==> src/rtl/sextium_io_pkg.sv <==
// Shared definitions for the Sextium III I/O bridge.
//   IO_WIDTH      : default I/O word width (matches core io_bus_*)
//   IO_DEPTH_LOG2 : default log2 of each FIFO depth
//   io_state_t    : core handshake FSM states
package sextium_io_pkg;

  localparam int unsigned IO_WIDTH      = 16;
  localparam int unsigned IO_DEPTH_LOG2 = 4;

  typedef enum logic [1:0] {
    IDLE    = 2'd0,
    ACK     = 2'd1,
    RELEASE = 2'd2
  } io_state_t;

endpackage

==> src/rtl/sextium_io_bridge_if.sv <==
// Bus bundle between the Sextium core I/O port, the external RX/TX streams and the bridge.
//   core side  : io_read, io_write, io_bus_out -> bridge ; io_bus_in, ioack <- bridge
//   rx stream  : rx_data, rx_valid -> bridge ; rx_ready <- bridge
//   tx stream  : tx_ready -> bridge ; tx_data, tx_valid <- bridge
//   status     : rx_count, tx_count, proto_err <- bridge
// modport slave is the bridge view, modport master the environment view.
interface sextium_io_bridge_if
  import sextium_io_pkg::*;
#(
  parameter int unsigned WIDTH      = IO_WIDTH,
  parameter int unsigned DEPTH_LOG2 = IO_DEPTH_LOG2
);

  logic                  io_read;
  logic                  io_write;
  logic [WIDTH-1:0]      io_bus_out;
  logic [WIDTH-1:0]      io_bus_in;
  logic                  ioack;
  logic [WIDTH-1:0]      rx_data;
  logic                  rx_valid;
  logic                  rx_ready;
  logic [WIDTH-1:0]      tx_data;
  logic                  tx_valid;
  logic                  tx_ready;
  logic [DEPTH_LOG2:0]   rx_count;
  logic [DEPTH_LOG2:0]   tx_count;
  logic                  proto_err;

  modport slave (
    input  io_read, io_write, io_bus_out, rx_data, rx_valid, tx_ready,
    output io_bus_in, ioack, rx_ready, tx_data, tx_valid, rx_count, tx_count, proto_err
  );

  modport master (
    output io_read, io_write, io_bus_out, rx_data, rx_valid, tx_ready,
    input  io_bus_in, ioack, rx_ready, tx_data, tx_valid, rx_count, tx_count, proto_err
  );

endinterface

==> src/rtl/sextium_sync_fifo.sv <==
// Synchronous show-ahead FIFO, 2^DEPTH_LOG2 entries.
//   clk, rst_n     : clock, synchronous active-low reset (empties the FIFO)
//   push, din      : write request/data; ignored while full
//   pop            : read request; ignored while empty
//   full, empty    : status decoded from the registered count
//   count          : occupancy 0..2^DEPTH_LOG2
//   head           : oldest entry (valid while !empty)
module sextium_sync_fifo #(
  parameter int unsigned WIDTH      = 16,
  parameter int unsigned DEPTH_LOG2 = 4
) (
  input  logic                  clk,
  input  logic                  rst_n,
  input  logic                  push,
  input  logic                  pop,
  input  logic [WIDTH-1:0]      din,
  output logic                  full,
  output logic                  empty,
  output logic [DEPTH_LOG2:0]   count,
  output logic [WIDTH-1:0]      head
);

  localparam int unsigned DEPTH = 1 << DEPTH_LOG2;
  localparam int unsigned CW    = DEPTH_LOG2 + 1;

  logic [WIDTH-1:0]      r_mem [DEPTH];
  logic [DEPTH_LOG2-1:0] r_wr_ptr;
  logic [DEPTH_LOG2-1:0] r_rd_ptr;
  logic [CW-1:0]         r_count;
  logic                  w_push;
  logic                  w_pop;

  // Guard against overflow/underflow so counts saturate by construction.
  assign w_push = push && !full;
  assign w_pop  = pop && !empty;

  assign full  = (r_count == CW'(DEPTH));
  assign empty = (r_count == CW'(0));
  assign count = r_count;
  assign head  = r_mem[r_rd_ptr];

  // Storage: not reset, contents are meaningless while empty.
  always_ff @(posedge clk) begin
    if (rst_n && w_push) begin
      r_mem[r_wr_ptr] <= din;
    end
  end

  // Pointers wrap modulo depth; count tracks occupancy.
  always_ff @(posedge clk) begin
    if (!rst_n) begin
      r_wr_ptr <= '0;
      r_rd_ptr <= '0;
      r_count  <= '0;
    end else begin
      if (w_push) r_wr_ptr <= r_wr_ptr + DEPTH_LOG2'(1);
      if (w_pop)  r_rd_ptr <= r_rd_ptr + DEPTH_LOG2'(1);
      case ({w_push, w_pop})
        2'b10:   r_count <= r_count + CW'(1);
        2'b01:   r_count <= r_count - CW'(1);
        default: r_count <= r_count;
      endcase
    end
  end

endmodule

==> src/rtl/sextium_io_bridge.sv <==
// Sextium III I/O port bridge: terminates the core io_read/io_write/ioack
// handshake and buffers words in an RX FIFO (external stream -> core) and a
// TX FIFO (core -> external stream).
//   clock      : sole clock
//   reset      : synchronous active-low reset
//   bus        : sextium_io_bridge_if.slave (core port, rx/tx streams, status)
module sextium_io_bridge
  import sextium_io_pkg::*;
#(
  parameter int unsigned WIDTH      = IO_WIDTH,
  parameter int unsigned DEPTH_LOG2 = IO_DEPTH_LOG2
) (
  input  logic                clock,
  input  logic                reset,
  sextium_io_bridge_if.slave  bus
);

  io_state_t           r_state;
  logic [WIDTH-1:0]    r_bus_in;
  logic                r_ioack;
  logic                r_proto_err;
  logic                r_run;

  logic                w_rx_push;
  logic                w_rx_pop;
  logic                w_rx_full;
  logic                w_rx_empty;
  logic                w_rx_ready;
  logic [WIDTH-1:0]    w_rx_head;
  logic                w_tx_push;
  logic                w_tx_pop;
  logic                w_tx_full;
  logic                w_tx_empty;
  logic                w_tx_valid;

  // r_run holds rx_ready low while in reset and for the reset edge itself.
  assign w_rx_ready = r_run && !w_rx_full;
  assign w_rx_push  = bus.rx_valid && w_rx_ready;
  assign w_tx_valid = !w_tx_empty;
  assign w_tx_pop   = w_tx_valid && bus.tx_ready;

  // Core transfers are only taken in IDLE; a read always wins over a write.
  assign w_rx_pop  = (r_state == IDLE) && bus.io_read && !w_rx_empty;
  assign w_tx_push = (r_state == IDLE) && bus.io_write && !bus.io_read && !w_tx_full;

  sextium_sync_fifo #(.WIDTH(WIDTH), .DEPTH_LOG2(DEPTH_LOG2)) u_rx_fifo (
    .clk   (clock),
    .rst_n (reset),
    .push  (w_rx_push),
    .pop   (w_rx_pop),
    .din   (bus.rx_data),
    .full  (w_rx_full),
    .empty (w_rx_empty),
    .count (bus.rx_count),
    .head  (w_rx_head)
  );

  sextium_sync_fifo #(.WIDTH(WIDTH), .DEPTH_LOG2(DEPTH_LOG2)) u_tx_fifo (
    .clk   (clock),
    .rst_n (reset),
    .push  (w_tx_push),
    .pop   (w_tx_pop),
    .din   (bus.io_bus_out),
    .full  (w_tx_full),
    .empty (w_tx_empty),
    .count (bus.tx_count),
    .head  (bus.tx_data)
  );

  // Handshake FSM: IDLE serves one request, ACK pulses ioack, RELEASE waits
  // for the core to drop its request so a held request completes only once.
  always_ff @(posedge clock) begin
    if (!reset) begin
      r_state     <= IDLE;
      r_bus_in    <= '0;
      r_ioack     <= 1'b0;
      r_proto_err <= 1'b0;
      r_run       <= 1'b0;
    end else begin
      r_run   <= 1'b1;
      r_ioack <= 1'b0;
      if (bus.io_read && bus.io_write) begin
        r_proto_err <= 1'b1;
      end
      case (r_state)
        IDLE: begin
          if (w_rx_pop) begin
            r_bus_in <= w_rx_head;
          end
          if (w_rx_pop || w_tx_push) begin
            r_ioack <= 1'b1;
            r_state <= ACK;
          end
        end
        ACK: begin
          r_state <= RELEASE;
        end
        RELEASE: begin
          if (!bus.io_read && !bus.io_write) begin
            r_state <= IDLE;
          end
        end
        default: begin
          r_state <= IDLE;
        end
      endcase
    end
  end

  assign bus.io_bus_in = r_bus_in;
  assign bus.ioack     = r_ioack;
  assign bus.proto_err = r_proto_err;
  assign bus.rx_ready  = w_rx_ready;
  assign bus.tx_valid  = w_tx_valid;

endmodule

==> src/flat_wrapper.sv <==
// flat-port wrapper written by rule: the top's interface ports become plain ports
module sextium_io_bridge_flat import sextium_io_pkg::*;
#(
  parameter int unsigned WIDTH      = IO_WIDTH,
  parameter int unsigned DEPTH_LOG2 = IO_DEPTH_LOG2
)
  (clock, reset, bus_io_read, bus_io_write, bus_io_bus_out, bus_rx_data, bus_rx_valid, bus_tx_ready, bus_io_bus_in, bus_ioack, bus_rx_ready, bus_tx_data, bus_tx_valid, bus_rx_count, bus_tx_count, bus_proto_err);
  sextium_io_bridge_if #(.WIDTH(WIDTH), .DEPTH_LOG2(DEPTH_LOG2)) bus_i ();
  input  logic clock;
  input  logic reset;
  input wire logic [$bits(bus_i.io_read)-1:0] bus_io_read;
  input wire logic [$bits(bus_i.io_write)-1:0] bus_io_write;
  input wire logic [$bits(bus_i.io_bus_out)-1:0] bus_io_bus_out;
  input wire logic [$bits(bus_i.rx_data)-1:0] bus_rx_data;
  input wire logic [$bits(bus_i.rx_valid)-1:0] bus_rx_valid;
  input wire logic [$bits(bus_i.tx_ready)-1:0] bus_tx_ready;
  output wire logic [$bits(bus_i.io_bus_in)-1:0] bus_io_bus_in;
  output wire logic [$bits(bus_i.ioack)-1:0] bus_ioack;
  output wire logic [$bits(bus_i.rx_ready)-1:0] bus_rx_ready;
  output wire logic [$bits(bus_i.tx_data)-1:0] bus_tx_data;
  output wire logic [$bits(bus_i.tx_valid)-1:0] bus_tx_valid;
  output wire logic [$bits(bus_i.rx_count)-1:0] bus_rx_count;
  output wire logic [$bits(bus_i.tx_count)-1:0] bus_tx_count;
  output wire logic [$bits(bus_i.proto_err)-1:0] bus_proto_err;
  assign bus_i.io_read = bus_io_read;
  assign bus_i.io_write = bus_io_write;
  assign bus_i.io_bus_out = bus_io_bus_out;
  assign bus_i.rx_data = bus_rx_data;
  assign bus_i.rx_valid = bus_rx_valid;
  assign bus_i.tx_ready = bus_tx_ready;
  assign bus_io_bus_in = bus_i.io_bus_in;
  assign bus_ioack = bus_i.ioack;
  assign bus_rx_ready = bus_i.rx_ready;
  assign bus_tx_data = bus_i.tx_data;
  assign bus_tx_valid = bus_i.tx_valid;
  assign bus_rx_count = bus_i.rx_count;
  assign bus_tx_count = bus_i.tx_count;
  assign bus_proto_err = bus_i.proto_err;
  sextium_io_bridge #(.WIDTH(WIDTH), .DEPTH_LOG2(DEPTH_LOG2)) u_core (.clock(clock), .reset(reset), .bus(bus_i));
endmodule
==> config.mk <==
export PLATFORM = sky130hd
export DESIGN_NAME = sextium_io_bridge_flat
export DESIGN_NICKNAME = d
export VERILOG_FILES = /design/src/rtl/sextium_io_pkg.sv /design/src/rtl/sextium_io_bridge_if.sv /design/src/rtl/sextium_sync_fifo.sv /design/src/rtl/sextium_io_bridge.sv /design/src/flat_wrapper.sv
export SDC_FILE = /design/constraint.sdc
export NUM_CORES = 1
export LEC_CHECK = 0
export ABC_CLOCK_PERIOD_IN_PS = 8750
export CAP_MARGIN = 10
export CORE_MARGIN = 1.5
export CORE_UTILIZATION = 65
export DETAILED_ROUTE_END_ITERATION = 16
export PLACE_DENSITY = 0.84
export SKIP_CTS_REPAIR_TIMING = 1
export SLEW_MARGIN = 30
export SYNTH_ARGS = -nofsm -noshare
export SYNTH_HDL_FRONTEND = slang
export SYNTH_SLANG_ARGS = --single-unit
==> constraint.sdc <==
create_clock -name clock -period 8.75 [get_ports clock]
set_input_delay 1.75 -clock clock [delete_from_list [all_inputs] [get_ports clock]]
set_output_delay 1.75 -clock clock [all_outputs]
set_load 0.01 [all_outputs]
== After elaboration in Yosys (flattened, before gate mapping) ==
Memory sizes are Yosys's and may differ from the RTL's. A register that Yosys moved wholly into a read port is not among the register bits.
Cells that the tools add are included.
Operators by class
  equal/unequal tests: 10
  add/sub/neg operators: 8
  muxes and demuxes: 13
  reduce and logical (&&, ||, !) cells: 32
Operators by type and width (number)
  $pmux W5 S2: 2
  $add A4 B1 Y4 const B: 4
  $logic_and A1 B1 Y1: 16
  $add A5 B1 Y5 const B: 2
  $eq A5 B5 Y1 const B: 2
  $logic_not A5 Y1: 2
  $sub A5 B1 Y5 const B: 2
  $mux W4: 2
  $logic_not A1 Y1: 7
  $eq A2 B1 Y1 const B: 3
  $eq A2 B2 Y1 const B: 3
  $mux W1: 6
  $pmux W2 S3: 1
  $reduce_and A2 Y1: 3
  $mux W2: 2
  $reduce_bool A2 Y1: 2
  $logic_not A2 Y1: 1
  $ne A2 B1 Y1 const B: 1
  $ne A2 B2 Y1 const B: 1
  $logic_or A1 B1 Y1: 1
Storage, ports and cells
  memory bits (writable): 512
  register bits: 31
  word-level logic and storage cells: 75
  output and inout port bits: 46
  memories: 2
  bits of input ports: 38
Memories
  u_core.u_rx_fifo.r_mem: words 16, width 16, read ports 1, clocked after Yosys merged registers in 1, write ports 1, line sextium_sync_fifo.sv:26  | logic [WIDTH-1:0] r_mem [DEPTH];
  u_core.u_tx_fifo.r_mem: words 16, width 16, read ports 1, clocked after Yosys merged registers in 1, write ports 1, line sextium_sync_fifo.sv:26

== Depth between registers and ports, before layout ==
  depth after elaboration: 8
  mapped depth: 12
  gate-level depth less buffers: 11

== Modules after synthesis ==
Synthesis repeated with hierarchy kept, for this count alone.
Second synthesis, totals
  cells, all modules: 1112
  area, all modules: 21872.2 um^2
Modules (own cells, without submodules)
  sextium_sync_fifo: area an instance 10533.9 um^2, sequential area each 8027.7 um^2, instances 2, cells each 509
  sextium_io_bridge: area an instance 804.5 um^2, sequential area each 420.4 um^2, instances 1, cells each 94

== Least setup slack after synthesis ==
Ideal clock, no wire load.
  kind: input port to flip-flop
  start point: input port bus_io_read
  end point: memory u_core.u_tx_fifo.r_mem[1][0] (enable)
  cell stages on the path: 5
  buffers on the path: 1
  data required time: 8.341 ns
  data arrival time: 3.944 ns
  setup slack: 4.397 ns
  setup time: 0.409 ns
  cell sequence: or4b_1 a21oi_1 buf_2 nand3_1 nor3_1
Between the ends
  word-level cells in the longest chain between the ends: 7
RTL lines
  start: declaration: line flat_wrapper.sv:11  | input wire logic [$bits(bus_i.io_read)-1:0] bus_io_read;
  $logic_not A1 Y1: line sextium_io_bridge.sv:44  | assign w_tx_push = (r_state == IDLE) && bus.io_write && !bus.io_read && !w_tx_full;
  $logic_and A1 B1 Y1 (2 in series): line sextium_io_bridge.sv:44
  $logic_and A1 B1 Y1: line sextium_sync_fifo.sv:34  | assign w_push = push && !full;
  $logic_and A1 B1 Y1: line sextium_sync_fifo.sv:44  | if (rst_n && w_push) begin
  $mux W1: line sextium_sync_fifo.sv:44
  $mux W1 (not written as such): line sextium_sync_fifo.sv:45  | r_mem[r_wr_ptr] <= din;
  end: declaration: line sextium_sync_fifo.sv:26
Every way passes these cells.

==> run summary <==
For the number of standard cells in the final layout excluding fillers, the log shows 1702. For this run, the slowest stage of the critical path takes 0.61 ns. The tools report the worst slew margin relative to its limit as 0.3152. The worst-skew pair later-pin latency came out at 0.58 ns. Counting flops and latches in the post-synthesis netlist gives 563. The commonest cells after synthesis are 512 x edfxtp_1, 105 x mux4_2, 83 x mux2i_1. edfxtp_1 is the most common cell in the netlist. The final hold violation count is 0. The biggest area contributor in the post-synthesis netlist is edfxtp_1. The run gives 0 as the initial antenna violation count. The first TritonRoute pass finished after 5 iterations. In the final routed layout, each cell accounts on average for 28.01 µm.

Power spread over the standard cell area amounts to 253.3 nW/µm². Port buffering added 83 buffers. The critical register-to-register path endpoint is u_core.u_rx_fifo.count[4]$_SDFFE_PN0P_. Kind of start point of the critical path: a flip-flop. The count of nets after finishing is 1274. TritonCTS built the clock tree. TritonCTS created 53 clock buffers. The horizontal die dimension works out to 185.8 µm. The analysis attributes to net switching a power of 1.497 mW. The tool flagged a number of max-cap violations equal to 0. The starting DRC count in detailed routing was 1231; the clock-pin slew reported for the worst setup and hold paths after clock tree synthesis was 0.06 ns. The run gives 0.372 as the portion of total power attributed to the clock network. The cell area that synthesis handed to floorplanning was 21730 µm². The post-synth net total is 1165. The tools report the buffer cell driving the clock tree root as clkbuf_16. The wire length after detailed routing was 47.67 mm; the number of primary I/O pins was 84. The layout cell share with drive strength beyond 1 is 0.1952, and the die area is 34530 µm². Switching fraction of total power: 0.2369. The aggregate negative setup slack is 0 ns. The final hold slack is 0.5057 ns. Routability-driven placement finished with a final weighted congestion of 0.7851. The total overflow left after global routing is 0. The run gives 0.7546 as the sequential fraction of the synthesis area.

For the total number of placement rows, the log shows 66. In this run, synthesis inferred 512 flip-flops with an integrated enable. Entering global routing, the biggest net connects 66 pins. Including well taps, the total number of placed cells is 1603. The H-tree depth came out at 2.

The total routing resource utilization after global routing came out at 0.2869. The internal portion of the total power is 4.821 mW. Nature of the critical path endpoint: an output pin. The filler cell count in the final layout is 1740. Among the stages of the critical path, the cell type that occurs most often is mux4_2. Share of synthesized flip-flops with an asynchronous set or reset: 0. After synthesis, the cell types taking the most area are edfxtp_1 71%, mux4_2 11%, dfxtp_1 4.7%. The critical path required time was 7.00 ns. The run gives 0 as the final setup violation count.

The count of nets left with antenna violations once routing finished came out at 0. The worst-case IR drop observed on VDD is 0.0001914 V. The startpoint identified for the worst register-to-register timing path is u_core.u_rx_fifo.count[0]$_SDFFE_PN0P_. The logs give 0 for the synthesis warning total and 42 for the number of distinct standard cells referenced by the synthesized netlist.

The path class of the lowest-slack min-delay path was flip-flop to flip-flop. The kind of critical path was flip-flop to output pin. Setup repair after global routing left no endpoint under its margin. In this run the worst path has a maximum fanout of 45. Fraction of synthesized cell area taken by the top area cell type: 0.7076.

The relative area change from synthesis to final layout is 14.77%, and the worst setup skew after layout is 0.01820 ns. The synthesized area divided by synthesized cell count came out at 19.63 µm². The most used flip-flop cell after synthesis is edfxtp_1.

For the finished layout, the period the worst path requires is 5.183 ns. Dividing the detail-routed via count by the number of cells gives 6.591. For the final number of max-transition violations, the log shows 0.

For the via count of the first global-routing pass, the log shows 11.64k. The tools report the post-detailed-route DRC marker count as 0. The run finished with clean final reports.

The number of clock sinks is 563, and the achievable frequency is 192.9 MHz. Along the worst hold path, the cell count comes to 2. The combinational fraction of design power came out at 0.138.

The path with the worst hold slack has its endpoint at u_core.u_tx_fifo.count[4]$_SDFFE_PN0P_. The period utilization works out to 0.5923. In this run the register-to-register setup slack is 5.45 ns.

On the critical path, the stage with the largest delay is an instance of dfxtp_4. For the core utilization of the finished layout, the log shows 0.7626. The signal on the critical path passes through buf_6 > mux4_2 > mux4_2 > clkdlybuf4s50_1.

At the pin with the least slew margin, the transition time is 1.025 ns. Synthesis produced 1107 cells. Measured along the y axis, the die boundary spans 185.8 µm. Summing all multi-input logic gate instances after layout gives 5045 µm².

The share of total power in sequential cells was 0.490; the buffer levels on the longest clock path was 3. The repair_antennas step left the layout with diodes totalling 0. Static leakage power: 7.754 nW.

For the footprint of the flip-flops and latches, the log shows 16410 µm². At the worst endpoint, the arrival time is 3.43 ns. The area of the core region is 32700 µm².

The startpoint identified for the worst hold timing path is u_core.u_tx_fifo.count[4]$_SDFFE_PN0P_. The starting density of the core is 0.6644, and the global-route wire length before repair is 70.94 mm. Summed over all nets, the half-perimeter wirelength after detailed placement is 26.24 mm. The cell depth of the worst flop-to-flop path was 11; the total vias in the final route was 11.22k.
[stage by stage]
stage	worst slack [ns]	total power, mW	instance area, µm²
finish	3.567	6.318	24940
global route	3.378	6.512	24940
floorplan	4.397	3.674	21730
global placement	3.893	3.979	23080
detailed placement	3.883	4.012	23130
CTS	3.272	6.335	24930
[logic make-up after synthesis]
| kind of cell | share of synthesized area |
|---|---|
| DFF | 0.7546 |
| muxes | 0.1471 |
| and+or+nand+nor | 0.03208 |
| AOI/OAI and AO/OA | 0.02954 |
| buffers and inverters | 0.01722 |
| adders and majority gates | 0.01221 |
| xor gates and xnor gates | 0.007256 |
[flip-flops by register name, summed over array words and instances (netlist names), named ones only]
name / flops
u_core.r_state: 2
u_core.u_tx_fifo.count: 5
u_core.bus.io_bus_in: 16
u_core.u_tx_fifo.r_wr_ptr: 4
u_core.bus.proto_err: 1
u_core.u_tx_fifo.r_rd_ptr: 4
u_core.u_rx_fifo.count: 5
u_core.u_rx_fifo.r_rd_ptr: 4
u_core.u_rx_fifo.r_mem: 256
u_core.r_run: 1
u_core.bus.ioack: 1
u_core.u_tx_fifo.r_mem: 256
u_core.u_rx_fifo.r_wr_ptr: 4
[power groups by stage]
stage | Sequential, mW | Clock (mW) | Combinational [mW]
final | 3.10 | 2.35 | 0.873
after floorplan | 3.14 | 0 | 0.534
after global routing | 3.10 | 2.47 | 0.940
after global placement | 3.15 | 0 | 0.834
after detailed placement | 3.15 | 0 | 0.866
after CTS | 3.09 | 2.36 | 0.879
[worst max path at each step]
stage | from | to | slack (ns) | depth (start not counted)
final | flip-flop | bus_tx_data[0] | 3.57 | 4
after global routing | flip-flop | bus_tx_data[0] | 3.38 | 4
after CTS | flip-flop | bus_tx_data[0] | 3.27 | 4
after detailed placement | flip-flop | bus_tx_data[15] | 3.88 | 4
after global placement | bus_io_read | u_core.u_tx_fifo.count[4]$_SDFFE_PN0P_ | 3.89 | 12
after floorplan | bus_io_read | u_core.u_tx_fifo.r_mem[1][0]$_DFFE_PP_ | 4.40 | 5
[per-layer routing]
| layer | wire [µm] | vias to the layer above | part of all wire | track usage |
|---|---|---|---|---|
| li1 | - | 4687 | - | - |
| met1 | 17820 | 5762 | 0.37 | 0.3702 |
| met2 | 24660 | 642 | 0.52 | 0.4979 |
| met3 | 3495 | 127 | 0.073 | 0.04070 |
| met4 | 1693 | 0 | 0.036 | 0.1135 |
| met5 | 0 | - | 0 | 0 |
[placed cells by master, fill, tap and decap left out, types with 18 or more instances in the layout]
cell,instances
and2_1,21
buf_4,30
clkbuf_16,54
clkdlybuf4s50_1,82
dfxtp_1,46
edfxtp_1,512
ha_1,18
mux2i_1,83
mux4_2,105
nand2_1,25
nor2_1,32
o21ai_0,24
o22ai_1,39
[worst max-delay path, delay by kind of cell (launching register included)]
family / cells / cell delay, ns
buffers and inverters: 2 / 1.07
DFF: 1 / 0.61
muxes: 2 / 1.12
[final cells by class]
cell class,instances,area share
well taps,442,0.02218
multi-input cells,467,0.2023
clock inverters,26,0.01264
clock buffers,73,0.05946
inverters,16,0.002408
repair buffers,115,0.04305
flip-flops and latches,563,0.6580
No activity file was read; power rests on OpenSTA's default activity.
